[config.mk]
export PLATFORM = sky130hd
export DESIGN_NAME = clk_tick_ctrl
export DESIGN_NICKNAME = d
export VERILOG_FILES = /design/src/rtl/clk_tick_ctrl.sv
export SDC_FILE = /design/constraint.sdc
export NUM_CORES = 1
export LEC_CHECK = 0
export ABC_AREA = 1
export CORE_ASPECT_RATIO = 2
export CORE_MARGIN = 2
export CORE_UTILIZATION = 50
export CTS_BUF_LIST = sky130_fd_sc_hd__clkbuf_2 sky130_fd_sc_hd__clkbuf_4 sky130_fd_sc_hd__clkbuf_8
export DETAILED_ROUTE_END_ITERATION = 10
export MAX_ROUTING_LAYER = met4
export PLACE_DENSITY = 0.74
export RECOVER_POWER = 100
export SETUP_SLACK_MARGIN = 0.1
export SYNTH_ARGS = -nofsm -noshare
export SYNTH_HDL_FRONTEND = slang
export SYNTH_SLANG_ARGS = --single-unit
[constraint.sdc]
create_clock -name CLK -period 2.8 [get_ports CLK]
set_input_delay 0.42 -clock CLK [delete_from_list [all_inputs] [get_ports CLK]]
set_output_delay 0.42 -clock CLK [all_outputs]
set_load 0.005 [all_outputs]
[src/rtl/clk_tick_ctrl.sv]
// Runtime-programmable clock-enable controller.
// Generates a one-cycle tick and a registered slow clock with a configurable period.
// Period changes are applied only at period boundaries.
// Also provides a stretched, synchronously released reset for the slow domain.
module clk_tick_ctrl #(
    parameter int unsigned CNT_W       = 16,
    parameter int unsigned DEFAULT_DIV = 256,
    parameter int unsigned RST_HOLD    = 16
) (
    input  logic             CLK,
    input  logic             resetn,
    input  logic [CNT_W-1:0] cfg_div,
    input  logic             cfg_valid,
    output logic             cfg_ready,
    input  logic             run,
    output logic             tick,
    output logic             sclk,
    output logic             busy,
    output logic             rst_out_n,
    output logic [7:0]       periods
);

    localparam int unsigned       HOLD_W    = (RST_HOLD > 1) ? $clog2(RST_HOLD) : 1;
    localparam logic [HOLD_W-1:0] HOLD_LAST = HOLD_W'(RST_HOLD - 1);
    localparam logic [CNT_W-1:0]  DIV_RST   = CNT_W'(DEFAULT_DIV);

    typedef enum logic [1:0] {StHold, StIdle, StRun, StStop} state_e;

    state_e             state_q;
    logic [CNT_W-1:0]   cnt_q;
    logic [CNT_W-1:0]   div_q;
    logic [CNT_W-1:0]   pend_q;
    logic               pend_valid_q;
    logic [HOLD_W-1:0]  hold_q;
    logic               cfg_ready_q;
    logic               rst_out_q;
    logic               sclk_q;
    logic [7:0]         periods_q;

    logic               active;
    logic               cfg_hs;
    logic               period_end;
    logic [CNT_W-1:0]   div_next;
    logic [CNT_W-1:0]   cnt_inc;

    // Decode of the current period position and the divider that applies from the next boundary
    always_comb begin
        active     = (state_q == StRun) || (state_q == StStop);
        cfg_hs     = cfg_valid && cfg_ready_q;
        period_end = active && (cnt_q == (div_q - CNT_W'(1)));
        cnt_inc    = cnt_q + CNT_W'(1);
        // A handshake can only coincide with a pending value in neither IDLE nor RUN/STOP,
        // because cfg_ready is low whenever a value is pending.
        if (cfg_hs) begin
            div_next = cfg_div;
        end else if (pend_valid_q) begin
            div_next = pend_q;
        end else begin
            div_next = div_q;
        end
    end

    // Control FSM with all outputs registered except the combinational tick
    always_ff @(posedge CLK or negedge resetn) begin
        if (!resetn) begin
            state_q      <= StHold;
            cnt_q        <= '0;
            div_q        <= DIV_RST;
            pend_q       <= '0;
            pend_valid_q <= 1'b0;
            hold_q       <= '0;
            cfg_ready_q  <= 1'b0;
            rst_out_q    <= 1'b0;
            sclk_q       <= 1'b0;
            periods_q    <= '0;
        end else begin
            unique case (state_q)
                StHold: begin
                    if (hold_q == HOLD_LAST) begin
                        state_q     <= StIdle;
                        rst_out_q   <= 1'b1;
                        cfg_ready_q <= 1'b1;
                    end else begin
                        hold_q <= hold_q + HOLD_W'(1);
                    end
                end
                StIdle: begin
                    cnt_q <= '0;
                    if (cfg_hs) begin
                        div_q <= cfg_div;
                    end
                    // Run qualifies on the old divider; a zero newly written alongside it
                    // must not start a period that could never end.
                    if (run && (div_q != '0) && (div_next != '0)) begin
                        state_q   <= StRun;
                        periods_q <= '0;
                        sclk_q    <= (div_next >> 1) != '0;
                    end
                end
                StRun, StStop: begin
                    if (period_end) begin
                        cnt_q        <= '0;
                        periods_q    <= periods_q + 8'd1;
                        div_q        <= div_next;
                        pend_valid_q <= 1'b0;
                        cfg_ready_q  <= 1'b1;
                        if (div_next == '0) begin
                            state_q <= StIdle;
                            sclk_q  <= 1'b0;
                        end else if ((state_q == StStop) && !run) begin
                            state_q <= StIdle;
                            sclk_q  <= 1'b0;
                        end else begin
                            state_q <= run ? StRun : StStop;
                            sclk_q  <= (div_next >> 1) != '0;
                        end
                    end else begin
                        cnt_q   <= cnt_inc;
                        state_q <= run ? StRun : StStop;
                        sclk_q  <= cnt_inc < (div_q >> 1);
                        if (cfg_hs) begin
                            pend_q       <= cfg_div;
                            pend_valid_q <= 1'b1;
                            cfg_ready_q  <= 1'b0;
                        end
                    end
                end
                default: begin
                    state_q <= StHold;
                end
            endcase
        end
    end

    assign tick      = period_end;
    assign sclk      = sclk_q;
    assign busy      = active;
    assign cfg_ready = cfg_ready_q;
    assign rst_out_n = rst_out_q;
    assign periods   = periods_q;

endmodule
**After elaboration in Yosys (flattened, before gate mapping)**

Index checks and enable logic that the tools add are counted.

- Add/sub/neg operators: 4
- Order comparisons: 1
- Eq/ne operators: 10
- Muxes and demuxes: 28
- Bitwise logic cells: 2
- Reduce and logical (&&, ||, !) cells: 25

Operator list:

| kind | count |
|---|---|
| 16-bit two-way mux | 5 |
| 16-bit case mux with 2 select lines | 2 |
| 16-bit nonzero test | 3 |
| 16-bit by 1-bit adder with 16-bit output, second input constant | 1 |
| 16-bit equality test | 1 |
| 16-bit zero test | 1 |
| 16-bit by 15-bit < comparator with 1-bit output | 1 |
| 8-bit two-way mux | 2 |
| 8-bit case mux with 2 select lines | 1 |
| 16-bit by 1-bit subtractor with 16-bit output, second input constant | 1 |
| 3-bit AND reduction | 4 |
| 1-bit two-way mux | 10 |
| 2-bit two-way mux | 5 |
| 2-bit AND reduction | 5 |
| 8-bit by 1-bit adder with 8-bit output, second input constant | 1 |
| 2-bit != test, second input constant | 4 |
| 2-bit case mux with 3 select lines | 1 |
| 2-bit nonzero test | 3 |
| 1-bit logical AND | 5 |
| 4-bit by 1-bit adder with 4-bit output, second input constant | 1 |
| 2-bit equality test, second input constant | 2 |
| 4-bit equality test, second input constant | 1 |
| 1-bit case mux with 2 select lines | 2 |
| 3-bit != test, second input constant | 1 |
| other kinds (6) | 7 |

- Flip-flop bits (word level): 66
- Input bits: 20
- Word-level logic and storage cells: 80

**Depth between registers and ports, before layout**

Gate-level depths: netlist of run 1.

- Word-level depth: 7
- Depth in mapped cells: 20
- Mapped depth without buffers: 20

**Worst setup path after synthesis of run 1**

No wires, ideal clock.

- Path kind: register to register
- From: register cnt_q[6]
- To: register sclk_q, in the netlist sclk
- Setup time: 117 ps
- Arrival time: 2351 ps
- Required time: 2683 ps
- Setup slack: 332 ps
- Stages on the path, launching flop included: 18
- Clock period less this slack: 2468 ps
- Cells stage by stage: dfrtp_1 clkbuf_2 nand2_1 nor2_1 nand2_1 nor3_1 nand3_1 or2_2 xor2_1 inv_1 ha_1 nand2_1 nor3_1 nand3_1 nand4_1 nand2_1 nand2_1 nand2_1

- Word-level cells in the longest chain between the ends: 4

RTL lines:

| item | line | source |
|---|---|---|
| from (decl) | 30 | `logic [CNT_W-1:0] cnt_q;` |
| from (signal assigned) | 118 | `cnt_q <= cnt_inc;` |
| 16-bit by 1-bit adder with 16-bit output / 16-bit equality test (equally long branches) | 51, 50 |  |
| 16-bit by 15-bit < comparator with 1-bit output / 1-bit logical AND (equally long branches) | 120, 50 |  |
| 1-bit two-way mux * | 101 | `if (period_end) begin` |
| 1-bit case mux with 2 select lines * | 77 | `unique case (state_q)` |
| to (signal assigned) | 120 | `sclk_q <= cnt_inc < (div_q >> 1);` |
| to (decl) | 37 | `logic sclk_q;` |

Every way passes the cells marked *; elsewhere a longest branch is shown, timed or not.
A chain may end at the register's enable or synchronous reset.

**Final worst setup path of run 1**

- From: register div_q[0]
- To: output tick

- Word-level cells in the longest chain between the ends: 3

RTL lines:

| item | line | source |
|---|---|---|
| from (decl) | 31 | `logic [CNT_W-1:0] div_q;` |
| from (signal assigned) | 90 | `div_q <= cfg_div;` |
| from (signal assigned) | 104 | `div_q <= div_next;` |
| 16-bit by 1-bit subtractor with 16-bit output | 50 | `period_end = active && (cnt_q == (div_q - CNT_W'(1)));` |
| 16-bit equality test | 50 |  |
| 1-bit logical AND | 50 |  |
| to (decl) | 16 | `output logic tick,` |

No other way between the ends.

==> results.json, run 1 <==
{
  "ys_types": 38,
  "dr.pass1.iters": 5,
  "worstPathArrival_ns": 2.23,
  "synth-seq-cells": 66,
  "ant_nets": 0,
  "avgSynthCellArea_um2": 7.03,
  "startpoint_type": "flop",
  "fillers": 855,
  "antenna_found_initial": 0,
  "path_class": "reg2out",
  "synthCells": 665,
  "rsz0062_at_grt": "true",
  "holdWs_ns": 0.473,
  "skew_ns": 0.00834,
  "finalSetupViolCount": 0,
  "route.vias.total": 4266,
  "synth_xor_area_frac": 0.0543,
  "endpoint_kind": "primary output",
  "reg2reg_slack_ns": 0.18,
  "critPathMaxFanout": 2,
  "drc": 0,
  "cts.htree.levels": 3,
  "setup_slack_ns": 0.151,
  "fmax_mhz": 378,
  "cts-root-buf": "clkbuf_8",
  "cp_cell_sequence": "inv_2, ha_4, xnor2_1, nor2_1, nand3_1, nor2_2, nand3_1, nor2_1, nand4_1, inv_1, buf_2",
  "synth_compound_area_frac": 0.139,
  "wl_per_cell_um": 12.8,
  "clk_latency_ns": 0.37,
  "fin_crit_sh": 0.946,
  "rows": 50,
  "port_buffers": 32,
  "synth_top_family_by_area": "simple AND/OR/NAND/NOR gates",
  "nNetsFinal": 758,
  "seq_area_frac_synth": 0.354,
  "overflow": 0,
  "failed_checks": "capacitance limit, slew limit",
  "start_util": 0.508,
  "vias_per_cell": 5.15,
  "first_global_vias": 3931,
  "grt_start_max_net_pins": 43,
  "clkTransAtPathRegs_ns": 0.08,
  "hp-class": "reg2reg",
  "slowest_stage": "dfrtp_1",
  "clockBufferDepth": 2,
  "die_h_um": 141,
  "leakagePower_nw": 2.81,
  "synthMuxAreaShare": 0.00214,
  "final_cell_mix": "185 x nand2_1, 88 x inv_1, 62 x dfrtp_1",
  "slowest_delay_ns": 0.40,
  "worstRegToRegCells": 16,
  "r2r-end": "div_q[4]$_DFFE_PN0P_",
  "drtIter0Drc": 224,
  "stdcell_area_um2": 5530,
  "maxSlewViolCount": 43,
  "cp.depth": 11,
  "crit_start": "div_q[0]$_DFFE_PN0P_",
  "critPathTopFamily": "simple AND/OR/NAND/NOR gates",
  "min_period_ns": 2.65,
  "die-area_um2": 10200,
  "ctsHoldBuffers": 0,
  "status": "finished, violations left",
  "endpoint": "tick",
  "ioPinCount": 33,
  "drt_wl_total_um": 10600,
  "post_dp_cell_area_um2": 5200,
  "final_common_cell": "nand2_1",
  "grt_usage": 0.227,
  "tns_ns": 0,
  "pre_cts_ws_ns": 0.00264,
  "cts_buffers": 9,
  "cp.buffers_inverters": 3,
  "syn_nets": 703,
  "maxSlewHeadroom": -0.473,
  "worstMarginPinSlew_ns": 2.21,
  "yosys.area_share.simple": 0.300,
  "dp_hpwl_um": 8110,
  "power.density_nw_per_um2": 879,
  "hold_violations": 0,
  "synth_warnings": 0,
  "maxCapViolCount": 1,
  "die_w_um": 72.4,
  "regToRegStartpoint": "div_q[0]$_DFFE_PN0P_",
  "vdd_drop_max_mv": 0.507,
  "layout-drive-gt1-share": 0.137,
  "antennaDiodeCount": 0,
  "syn_to_final_growth_pct": 18.2,
  "cts_tree": "yes",
  "gp_congestion": 0.854,
  "core_um2": 9200,
  "synthesis.area_um2": 4670,
  "clock-sinks": 66,
  "cp_data_required_time_ns": 2.38,
  "synthAdderAreaFrac": 0.0482,
  "grt_pass1_wl_um": 17700,
  "p_total_mw": 4.86
}
-- flip-flops by register name, indices dropped and copies added, names as in the netlist --
register / cells
pend_valid_q: 1
pend_q: 16
periods: 8
sclk: 1
div_q: 16
state_q: 2
rst_out_n: 1
hold_q: 4
cfg_ready: 1
cnt_q: 16
-- tightest hold or removal path, stage by stage (launching register included) --
cell and delay [ns]:
dfrtp_1 0.35, inv_1 0.04, nand2_1 0.05
-- layer usage --
layer / wire [um] / track usage / up-vias / part of all wire
met1: 4770 / 0.269 / 1930 / 0.45
li1: - / - / 2255 / -
met4: 335 / 0.0926 / 0 / 0.032
met2: 5210 / 0.381 / 60 / 0.49
met3: 253 / 0.0307 / 21 / 0.024
met5: 0 / - / - / 0
-- metrics by stage --
| step | utilization | std cells |
|---|---|---|
| after floorplan | - | 665 |
| after global placement | 0.565 | 802 |
| after detailed placement | 0.565 | 802 |
| after CTS | 0.593 | 824 |
| after global routing | 0.601 | 829 |
| final | 0.601 | 829 |
-- kinds of logic (layout without fill, tap and decap cells) --
family,count (synthesis),after routing
xor+xnor,29,29
fa+ha+maj,18,18
simple gates,326,326
buf+inv,115,175
compound gates,110,110
mux,1,1
flops,66,66
-- how the worst min path moves through the flow --
stage,startpoint,endpoint,slack [ns],depth (start not counted)
after floorplan,resetn,cfg_ready$_DFFE_PN0P_,0.12,0
after global placement,rst_out_n$_DFFE_PN0P_,rst_out_n$_DFFE_PN0P_,0.45,2
after detailed placement,rst_out_n$_DFFE_PN0P_,rst_out_n$_DFFE_PN0P_,0.46,2
after CTS,resetn,cnt_q[3]$_DFFE_PN0P_,0.22,1
after global routing,rst_out_n$_DFFE_PN0P_,rst_out_n$_DFFE_PN0P_,0.50,2
final,rst_out_n$_DFFE_PN0P_,rst_out_n$_DFFE_PN0P_,0.47,2
-- synthesized netlist by cell type (all sizes together) --
master | n | area [um^2]
xor2 | 19 | 166
o311ai | 1 | 8.76
ha | 18 | 225
or2 | 2 | 12.5
o21ai | 61 | 305
inv | 92 | 345
dfrtp | 65 | 1630
nor3b | 1 | 7.51
xnor2 | 10 | 87.6
o22ai | 9 | 56.3
nand4 | 13 | 87.6
o21bai | 1 | 7.51
nor2 | 65 | 274
a21oi | 26 | 183
o211ai | 11 | 82.6
o21a | 1 | 7.51
or4 | 1 | 7.51
nor3 | 7 | 35.0
nand3b | 2 | 15.0
clkbuf | 6 | 23.8
nand2 | 190 | 718
mux2i | 1 | 10.0
buf | 16 | 106
dfstp | 1 | 26.3
clkinv | 1 | 3.75
nand3 | 45 | 245
-- final cells by class --
type / instances / area [um^2] / area share
tap: 104 / 130 / 0.0236
clock inverter: 7 / 70.1 / 0.0127
timing repair buffer: 66 / 579 / 0.105
multi-input combinational: 484 / 2620 / 0.474
inverter: 93 / 349 / 0.0632
sequential: 66 / 1660 / 0.300
clock buffer: 9 / 124 / 0.0224
-- where the power goes --
| group | internal, mW | leakage, nW | switching [mW] |
|---|---|---|---|
| registers | 1.29 | 0.819 | 0.312 |
| clock network | 0.408 | 0.0990 | 0.393 |
| logic | 1.03 | 1.89 | 1.42 |
-- what timing repair did --
item                                   CTS  global route
gates resized for setup                 12            20
pin swaps                                8            13
endpoints found under the hold margin    0             0
setup endpoints to repair                2             2
setup buffers                            6             5
No activity file was read; power rests on OpenSTA's default activity.
==> run 2: changes to the inputs <==
--- a/config.mk
+++ b/config.mk
@@ -15,6 +15,7 @@
 export PLACE_DENSITY = 0.74
 export RECOVER_POWER = 100
 export SETUP_SLACK_MARGIN = 0.1
+export SLEW_MARGIN = 15
 export SYNTH_ARGS = -nofsm -noshare
 export SYNTH_HDL_FRONTEND = slang
 export SYNTH_SLANG_ARGS = --single-unit
==> results of run 2 <==
Final layout, timing and power as in run 1 (identical DEF).
==> run 3: changes to the inputs <==
--- a/config.mk
+++ b/config.mk
@@ -19,3 +19,4 @@
 export SYNTH_ARGS = -nofsm -noshare
 export SYNTH_HDL_FRONTEND = slang
 export SYNTH_SLANG_ARGS = --single-unit
+export TNS_END_PERCENT = 10
==> run 3 against run 2 <==
Register-to-register slack is essentially flat. Design area shrank 0.91%. The flow still finishes with violations (capacitance limit, slew limit). Fmax grew 0.32%. Wire length shrank 0.61%. Largest power group unchanged. First-iteration DRC count grew 20%. Critical path depth is the same. Flip-flop and latch count is the same. Clock-buffer cell count is the same. Clock skew shrank 0.0015 ns. Global-route usage shrank 0.075 points. Sequential power is essentially flat. Final cell count shrank 0.36%.
==> results.json, run 3 (synthesis results as in run 1) <==
{
  "start_util": 0.508,
  "die-area_um2": 10200,
  "port_buffers": 32,
  "cts_tree": "yes",
  "cp_data_required_time_ns": 2.38,
  "first_global_vias": 3924,
  "clk_latency_ns": 0.37,
  "worstPathArrival_ns": 2.22,
  "gp_congestion": 0.854,
  "min_period_ns": 2.64,
  "grt_usage": 0.226,
  "cp.depth": 11,
  "wl_per_cell_um": 12.7,
  "drt_wl_total_um": 10500,
  "fin_crit_sh": 0.943,
  "skew_ns": 0.00685,
  "grt_start_max_net_pins": 43,
  "clockBufferDepth": 2,
  "die_w_um": 72.4,
  "slowest_delay_ns": 0.37,
  "hp-class": "reg2reg",
  "startpoint_type": "flop",
  "route.vias.total": 4261,
  "cts-root-buf": "clkbuf_8",
  "final_common_cell": "nand2_1",
  "rsz0062_at_grt": "true",
  "status": "finished, violations left",
  "path_class": "reg2out",
  "fmax_mhz": 379,
  "hold_violations": 0,
  "grt_pass1_wl_um": 17600,
  "maxSlewHeadroom": -0.480,
  "fillers": 857,
  "worstMarginPinSlew_ns": 2.22,
  "layout-drive-gt1-share": 0.130,
  "maxSlewViolCount": 43,
  "cts_buffers": 9,
  "failed_checks": "capacitance limit, slew limit",
  "power.density_nw_per_um2": 875,
  "finalSetupViolCount": 0,
  "nNetsFinal": 755,
  "clock-sinks": 66,
  "antenna_found_initial": 0,
  "rows": 50,
  "ctsHoldBuffers": 0,
  "ioPinCount": 33,
  "drc": 0,
  "setup_slack_ns": 0.160,
  "pre_cts_ws_ns": 0.00264,
  "fin_util": 0.595,
  "vias_per_cell": 5.16,
  "overflow": 0,
  "core_um2": 9200,
  "slowest_stage": "dfrtp_1",
  "endpoint_kind": "primary output",
  "drtIter0Drc": 269,
  "cts.htree.levels": 3,
  "die_h_um": 141,
  "cp.buffers_inverters": 3,
  "dr.pass1.iters": 5,
  "final_cell_mix": "185 x nand2_1, 89 x inv_1, 63 x dfrtp_1",
  "syn_to_final_growth_pct": 17.1,
  "critPathMaxFanout": 2,
  "ant_nets": 0,
  "vdd_drop_max_mv": 0.509,
  "critPathTopFamily": "simple AND/OR/NAND/NOR gates",
  "cp_cell_sequence": "inv_2, ha_1, xnor2_1, nor2_1, nand3_1, nor2_2, nand3_1, nor2_2, nand4_2, inv_1, buf_2",
  "antennaDiodeCount": 0,
  "reg_top3": "cnt_q: 16 flops, div_q: 16 flops, pend_q: 16 flops",
  "maxCapViolCount": 1,
  "worstRegToRegCells": 20,
  "leakagePower_nw": 2.79,
  "min_path_cells": 2,
  "clkTransAtPathRegs_ns": 0.08,
  "dp_hpwl_um": 8110
}
==> run 3: cell count changes in the layout (fill, tap and decap cells not counted), sizes merged <==
cell | before | now
clkbuf | 15 | 13
buf | 30 | 29
==> run 3: worst register-to-register path, stage by stage, from the launching register on <==
cell and delay, ns:
dfrtp_1 0.38, ha_2 0.21, nand2_2 0.06, nor2_4 0.13, nand3_2 0.09, nor2_2 0.14, nand4_1 0.16, nor2_2 0.16
nand4_1 0.11, xor2_1 0.20, inv_1 0.10, ha_4 0.28, inv_1 0.04, nor2_1 0.10, nor2_1 0.06, nand2_1 0.06
inv_1 0.03, nand4_1 0.08, nand2_1 0.05, nand2_1 0.05, nand2_1 0.04
==> run 3: per-layer routing <==
metal	global-route usage	vias to the layer above	wire length (um)
li1	-	2248	-
met1	0.268	1922	4710
met2	0.380	73	5270
met3	0.0307	18	290
met4	0.0926	0	230
met5	-	-	0
==> run 3: metrics by stage <==
stage | instance area [um^2] | setup TNS (ns) | power (mW) | std cells | hold slack (ns)
2_1_floorplan | 4670 | 0 | 3.26 | 665 | 0.124
3_3_place_gp | 5200 | 0 | 3.82 | 802 | 0.453
3_5_place_dp | 5200 | 0 | 3.89 | 802 | 0.462
4_1_cts | 5430 | 0 | 4.78 | 823 | 0.217
5_1_grt | 5480 | -0.0734 | 5.28 | 826 | 0.502
6_report | 5480 | 0 | 4.79 | 826 | 0.473
==> run 3: cell type report <==
cell class,instances,area [um^2],area share
clock inverter,7,70.1,0.0128
clock buffer,9,124,0.0226
multi-input combinational,484,2590,0.473
inverter,93,349,0.0638
timing repair buffer,63,557,0.102
tap,104,130,0.0238
sequential,66,1660,0.302
==> run 3: timing repair <==
| item | 4_1_cts | 5_1_grt |
|---|---|---|
| gates resized for setup | 9 | 13 |
| buffers inserted | 5 | 3 |
| setup endpoints to repair | 2 | 2 |
| pin swaps | 7 | 10 |
| hold endpoints to repair | 0 | 0 |
==> run 3: report_power, final <==
| part | leakage [nW] | internal (mW) | total [mW] | switching [mW] |
|---|---|---|---|---|
| Combinational | 1.87 | 0.994 | 2.38 | 1.38 |
| Clock | 0.0990 | 0.409 | 0.809 | 0.401 |
| Sequential | 0.820 | 1.29 | 1.60 | 0.313 |
==> run 3: worst paths after layout <==
kind | from | to | slack (ns)
worst min register to register | rst_out_n$_DFFE_PN0P_ | rst_out_n$_DFFE_PN0P_ | 0.47
min in group asynchronous | resetn | cnt_q[2]$_DFFE_PN0P_ | 0.70
worst min-delay path | rst_out_n$_DFFE_PN0P_ | rst_out_n$_DFFE_PN0P_ | 0.47
max in group asynchronous | resetn | div_q[15]$_DFFE_PN0P_ | 0.66
worst max register to register | cnt_q[1]$_DFFE_PN0P_ | sclk$_DFFE_PN0P_ | 0.17
worst max-delay path | div_q[0]$_DFFE_PN0P_ | tick | 0.16
